File: config.mk
export PLATFORM = sky130hd
export DESIGN_NAME = ks10_bus_arb
export DESIGN_NICKNAME = d
export VERILOG_FILES = /design/src/rtl/ks10_bus_arb.sv
export SDC_FILE = /design/constraint.sdc
export NUM_CORES = 1
export LEC_CHECK = 0
export CORE_MARGIN = 2
export CORE_UTILIZATION = 24
export CTS_CLUSTER_SIZE = 30
export DETAILED_ROUTE_END_ITERATION = 8
export PLACE_DENSITY = 0.66
export SYNTH_ARGS = -nofsm -noshare
export SYNTH_HDL_FRONTEND = slang
export SYNTH_SLANG_ARGS = --single-unit
export TNS_END_PERCENT = 20
File: constraint.sdc
create_clock -name clk -period 6 [get_ports clk]
set_input_delay 0.6 -clock clk [delete_from_list [all_inputs] [get_ports clk]]
set_output_delay 0.6 -clock clk [all_outputs]
set_load 0.02 [all_outputs]
File: src/rtl/ks10_bus_arb.sv
// ks10_bus_arb -- KS10 backplane bus arbiter.
//   Grants the single memory/IO bus to one of three masters (console > UBA >
//   CPU, fixed priority), runs one transaction at a time (IDLE -> OWN -> DONE),
//   steers the slave ACK back to the owner and times out unanswered cycles so
//   NXM/NXD accesses still complete.
// Ports:
//   clk, rst                  clock, async active-high reset
//   {cpu,csl,uba}REQI/ADDRI/DATAI   master requests, address/flags, write data
//   {cpu,csl,uba}ACKO         per-master acknowledge (combinational in OWN)
//   busREQO/ADDRO/DATAO       latched request to slaves
//   busACKI/DATAI             slave acknowledge and read data
//   arbDATAO                  read data to all masters (0 on timeout)
//   arbOWNER                  0=none 1=CPU 2=UBA 3=console
//   busTMO                    one-cycle timeout pulse
module ks10_bus_arb #(
  parameter int TMO_CYCLES = 127
) (
  input  logic        clk,
  input  logic        rst,
  input  logic        cpuREQI,
  input  logic [35:0] cpuADDRI,
  input  logic [35:0] cpuDATAI,
  output logic        cpuACKO,
  input  logic        cslREQI,
  input  logic [35:0] cslADDRI,
  input  logic [35:0] cslDATAI,
  output logic        cslACKO,
  input  logic        ubaREQI,
  input  logic [35:0] ubaADDRI,
  input  logic [35:0] ubaDATAI,
  output logic        ubaACKO,
  output logic        busREQO,
  output logic [35:0] busADDRO,
  output logic [35:0] busDATAO,
  input  logic        busACKI,
  input  logic [35:0] busDATAI,
  output logic [35:0] arbDATAO,
  output logic [1:0]  arbOWNER,
  output logic        busTMO
);

  localparam logic [1:0] ownNone = 2'd0;
  localparam logic [1:0] ownCpu  = 2'd1;
  localparam logic [1:0] ownUba  = 2'd2;
  localparam logic [1:0] ownCsl  = 2'd3;

  // Timeout fires in the OWN cycle whose index (1-based) equals TMO_CYCLES,
  // i.e. when the count of already-elapsed OWN cycles reaches TMO_CYCLES-1.
  localparam logic [7:0] tmoLimit = 8'(TMO_CYCLES - 1);

  typedef enum logic [1:0] {IDLE, OWN, DONE} state_t;

  state_t      state, nextState;
  logic [7:0]  tmoCnt;
  logic        tmoHit;
  logic        finish;
  logic        anyReq;
  logic [1:0]  winner;
  logic [35:0] winAddr, winData;

  // Priority select of the requester sampled in IDLE.
  always_comb begin
    winner  = ownNone;
    winAddr = cpuADDRI;
    winData = cpuDATAI;
    if (cslREQI) begin
      winner  = ownCsl;
      winAddr = cslADDRI;
      winData = cslDATAI;
    end else if (ubaREQI) begin
      winner  = ownUba;
      winAddr = ubaADDRI;
      winData = ubaDATAI;
    end else if (cpuREQI) begin
      winner  = ownCpu;
    end
  end

  assign anyReq = cslREQI | ubaREQI | cpuREQI;

  always_ff @(posedge clk or posedge rst) begin
    if (rst) state <= IDLE;
    else     state <= nextState;
  end

  always_comb begin
    nextState = state;
    tmoHit    = 1'b0;
    finish    = 1'b0;
    case (state)
      IDLE: if (anyReq) nextState = OWN;
      OWN: begin
        // ACK has precedence over a coincident timeout.
        tmoHit = !busACKI && (tmoCnt >= tmoLimit);
        finish = busACKI || tmoHit;
        if (finish) nextState = DONE;
      end
      DONE:    nextState = IDLE;
      default: nextState = IDLE;
    endcase
  end

  always_ff @(posedge clk or posedge rst) begin
    if (rst) begin
      busREQO  <= 1'b0;
      busADDRO <= '0;
      busDATAO <= '0;
      arbOWNER <= ownNone;
      tmoCnt   <= '0;
    end else begin
      case (state)
        IDLE: if (anyReq) begin
          busREQO  <= 1'b1;
          busADDRO <= winAddr;
          busDATAO <= winData;
          arbOWNER <= winner;
          tmoCnt   <= '0;
        end
        OWN: begin
          if (finish) begin
            busREQO  <= 1'b0;
            arbOWNER <= ownNone;
          end
          // Saturating count; never wraps back into range.
          if (!busACKI && tmoCnt != 8'hFF) tmoCnt <= tmoCnt + 8'd1;
        end
        default: begin
          busREQO  <= 1'b0;
          arbOWNER <= ownNone;
        end
      endcase
    end
  end

  assign cpuACKO  = finish && (arbOWNER == ownCpu);
  assign ubaACKO  = finish && (arbOWNER == ownUba);
  assign cslACKO  = finish && (arbOWNER == ownCsl);
  assign busTMO   = tmoHit;
  assign arbDATAO = tmoHit ? 36'd0 : busDATAI;

endmodule

== Word-level counts from Yosys, hierarchy flattened ==
Index checks and enable logic that the tools add are counted.

* $add $sub $neg: 1
* Order comparisons: 1
* Eq/ne operators: 9
* Multiplexer cells: 22
* Bitwise operators: 2
* Reductions and logical operators: 13

{| class="wikitable"
|+ Operators with widths
! kind !! count
|-
| $mux W36 || 5
|-
| $mux W8 || 2
|-
| $pmux W8 S2 || 1
|-
| $mux W2 || 6
|-
| $add A8 B1 Y8 const B || 1
|-
| $ge A8 B7 Y1 const B || 1
|-
| $ne A2 B2 Y1 const B || 4
|-
| $ne A8 B8 Y1 const B || 1
|-
| $pmux W2 S2 || 2
|-
| $reduce_and A2 Y1 || 3
|-
| $logic_and A1 B1 Y1 || 5
|-
| $mux W1 || 5
|-
| $eq A2 B1 Y1 const B || 2
|-
| $eq A2 B2 Y1 const B || 2
|-
| $reduce_and A3 Y1 || 1
|-
| $logic_not A2 Y1 || 1
|-
| $or A1 B1 Y1 || 2
|-
| $pmux W1 S2 || 1
|-
| $reduce_bool A2 Y1 || 1
|-
| $logic_not A1 Y1 || 1
|-
| $logic_or A1 B1 Y1 || 1
|}

* Bits in registers: 85
* Input bits: 258
* Word-level logic and storage cells: 54

== Depth between registers and ports, before layout ==
* Depth in word-level cells: 6
* Depth in mapped cells: 7

== Least setup slack after synthesis ==
Ideal clock, no wire load.

* Path kind: register -> output
* Start: register tmoCnt[0]
* End: output port arbDATAO[26]
* Arrival: 1.579 ns
* Data required time: 5.400 ns
* Slack: 3.821 ns
* Stages on the path, launching flop included: 8
* Path buffers: 1
* Cells stage by stage: dfrtp_1 -> inv_1 -> ha_1 -> o21a_1 -> a21o_1 -> nand2_1 -> clkbuf_1 -> and2_1

* Longest elaborated chain between the ends: 4

{| class="wikitable"
|+ Ends and longest elaborated chain
! what !! line !! text
|-
| start, declared || 54 || <nowiki>logic [7:0] tmoCnt;</nowiki>
|-
| start signal, assigned || 125 || <nowiki>if (!busACKI && tmoCnt != 8'hFF) tmoCnt <= tmoCnt + 8'd1;</nowiki>
|-
| $ge A8 B7 Y1 || 94 || <nowiki>tmoHit = !busACKI && (tmoCnt >= tmoLimit);</nowiki>
|-
| $logic_and A1 B1 Y1 || 94 ||
|-
| $mux W1 || 90 || <nowiki>case (state)</nowiki>
|-
| $mux W36 || 139 || <nowiki>assign arbDATAO = tmoHit ? 36'd0 : busDATAI;</nowiki>
|-
| end, declared || 37 || <nowiki>output logic [35:0] arbDATAO,</nowiki>
|}

Every way passes these cells.

== Worst setup path after layout ==
* Start: register tmoCnt[0]
* End: output port arbDATAO[28]

The elaborated chain is that of the path after synthesis.

==> impl_metrics.py <==
metrics = {
    "status": {
        "status": "finished, final reports clean",
    },
    "logic_synthesis": {
        "ys_warn_count": 0,
        "ys_seq_area_frac": 0.430,
        "postSynthCellCount": 592,
        "ys_seq_elements": 85,
        "netlist_area_um2": 4950,
        "synth_nets": 852,
        "synth.distinct_cells": 37,
        "syn_avg_cell_area_um2": 8.37,
    },
    "worst_setup_path": {
        "crit_type": "register to output port",
        "required_ns": 5.40,
        "r2r-start": "state[1]",
        "worst_r2r_endpoint": "tmoCnt[2]",
        "r2r_setup_slack_ns": 4.05,
        "cp_max_fo": 37,
        "crit_start": "tmoCnt[0]",
        "endpoint_kind": "output port",
        "cp-start-kind": "register",
        "reg2reg_depth": 5,
        "arrival_ns": 2.79,
    },
    "clock_network": {
        "clockRootBuffer": "clkbuf_16",
        "cts_buffers": 9,
        "clk_latency_ns": 0.35,
        "path_clk_slew_ns": 0.07,
        "htreeDepth": 3,
        "cts_buffer_depth": 2,
        "numClockSinks": 85,
        "cts_setup_buffers": 0,
        "cts_resized": 0,
        "postCtsHoldBufs": 0,
        "cts_tree": "done",
    },
    "route": {
        "ant_nets": 0,
        "dr.pass1.iters": 4,
        "first_iter_violations": 95,
        "vias_per_cell": 4.39,
        "wl_per_cell_um": 15.6,
        "num_vias": 5315,
        "finalWirelength_mm": 18.9,
        "drc": 0,
    },
    "job": {
        "drv_cap": 0,
    },
    "die": {
        "ioPinCount": 373,
        "fp.dieW_um": 148,
        "start_util": 0.245,
        "core-area_um2": 20200,
        "fp.dieH_um": 148,
        "row_count": 52,
        "die_area_um2": 21800,
    },
    "global_routing": {
        "gr-total-overflow": 0,
        "grt_pass1_wl_mm": 29.0,
        "grt_use_total": 0.172,
        "grt_pass1_vias": 5271,
        "grt_max_degree": 103,
        "antenna_found_initial": 1,
    },
    "worst_hold_path": {
        "hold_path_class": "register to register",
        "hold_depth": 2,
        "whs_endpoint": "busDATAO[24]",
        "min_from": "busDATAO[24]",
    },
    "placed_design": {
        "globalplace.congestion": 0.787,
        "io_buffers": 372,
        "dp_hpwl_mm": 15.1,
    },
    "cells_and_area": {
        "multi_input_area_um2": 2610,
        "drive_gt1_frac": 0.0276,
        "final_util": 0.451,
        "fin_nets": 1196,
        "area_growth_pct": 84.2,
        "fillers": 2034,
        "register_area_um2": 2130,
        "num_antenna_cells": 0,
    },
    "timing": {
        "relSlewSlack": 0.395,
        "period_needed_ns": 3.39,
        "worstMarginPinSlew_ns": 0.907,
        "grt_setup_unrepaired": "no",
        "fin_skew_ns": 0.00685,
        "fmax_mhz": 295,
        "finalMaxSlewViolations": 0,
        "setup_viol": 0,
        "hold_violations": 0,
        "fin_crit_sh": 0.565,
        "timing.setup.tns_ns": 0,
    },
    "power": {
        "p_per_area_nw_per_um2": 341,
        "leakage_uw": 0.00382,
        "ir_worst_vdd_mv": 0.163,
    },
}
-- cell usage in the layout, fill, tap and decap left out, types with 3 or more instances in the layout --
cell,count
o21ai_0,81
clkdlybuf4s50_1,370
nor2_1,76
buf_4,7
inv_1,4
clkinvlp_4,3
mux2i_1,72
clkbuf_16,9
a21oi_1,74
and2_1,36
dfrtp_1,85
nand2_1,79
nand3_1,9
-- Yosys cell counts (all sizes together) --
cell | n | share of area
dfrtp | 85 | 0.43
a21boi | 1 | 0.0015
nor3 | 2 | 0.0020
o21ai | 82 | 0.083
buf | 19 | 0.021
nand2 | 79 | 0.060
nand3 | 9 | 0.0091
nand4 | 2 | 0.0025
and2b | 1 | 0.0018
mux2i | 72 | 0.15
and3 | 2 | 0.0025
or4 | 2 | 0.0030
a31oi | 1 | 0.0013
xor2 | 2 | 0.0035
nor2b | 1 | 0.0013
inv | 5 | 0.0038
o21a | 1 | 0.0015
o31a | 1 | 0.0018
o31ai | 2 | 0.0058
o211ai | 1 | 0.0015
a21o | 1 | 0.0015
ha | 2 | 0.0051
and2 | 36 | 0.045
or3b | 1 | 0.0018
a2bb2oi | 1 | 0.0018
nor2 | 76 | 0.058
a211oi | 1 | 0.0015
nand2b | 1 | 0.0013
nor3b | 3 | 0.0068
a21oi | 74 | 0.075
clkbuf | 25 | 0.019
and4 | 1 | 0.0018
-- sequential cells by signal, summed over array words and instances, names as in the netlist --
| signal | count |
|---|---|
| state | 2 |
| tmoCnt | 8 |
| busREQO | 1 |
| busDATAO | 36 |
| arbOWNER | 2 |
| busADDRO | 36 |
-- final cells by class --
type	instances	area share
inverter	5	0.00219
sequential	85	0.233
clock inverter	6	0.00494
multi-input combinational	458	0.286
tap	270	0.0370
timing repair buffer	377	0.412
clock buffer	10	0.0251
-- how the worst max path moves through the flow --
stage,cells after the start,end
final,7,arbDATAO[28]
after global routing,7,arbDATAO[1]
after detailed placement,5,arbDATAO[28]
after global placement,5,arbDATAO[25]
after CTS,7,arbDATAO[28]
after floorplan,1,arbOWNER[0]
-- stage by stage --
step / hold WS [ns] / power [uW] / instance area, um^2 / setup slack (ns) / cells
3_5_place_dp: 0.470 / 2610 / 8850 / 2.62 / 1195
2_1_floorplan: 0.502 / 1760 / 4950 / 3.21 / 592
6_report: 0.474 / 3110 / 9120 / 2.61 / 1211
5_1_grt: 0.506 / 3330 / 9120 / 2.35 / 1211
4_1_cts: 0.484 / 3160 / 9120 / 2.58 / 1211
3_3_place_gp: 0.461 / 2590 / 8850 / 2.69 / 1195
-- where the power goes --
part | switching [uW] | internal, uW | leakage (uW)
clock | 251 | 283 | 0.000126
combinational | 843 | 750 | 0.00263
sequential | 152 | 829 | 0.00107
total | 1250 | 1860 | 0.00382
-- per-layer routing --
layer / share of wire / vias to the layer above / track usage
met1: 0.39 / 2345 / 0.196
met4: 0.022 / 2 / 0.0620
met5: 0.00048 / - / 0
li1: - / 2719 / -
met3: 0.083 / 23 / 0.0494
met2: 0.51 / 226 / 0.307
-- cells by family (layout without fill, tap and decap cells) --
group                    Yosys count  count (layout)  synth area share
multiplexers                      72              72             0.146
flip-flops                        85              85             0.430
adder cells (fa/ha/maj)            2               2           0.00505
buffers and inverters             49             398            0.0437
AO/OA/AOI/OAI                    166             166             0.176
XOR/XNOR                           2               2           0.00354
AND/OR/NAND/NOR                  216             216             0.197
-- critical path: stages, from the launching register on --
cell	delay (ns)
dfrtp_1	0.40
inv_1	0.06
ha_1	0.19
o21a_1	0.18
a21o_1	0.20
nand2_1	0.58
and2_1	0.22
clkdlybuf4s50_1	0.60
Note: power is estimated with default switching activity, not from simulation.
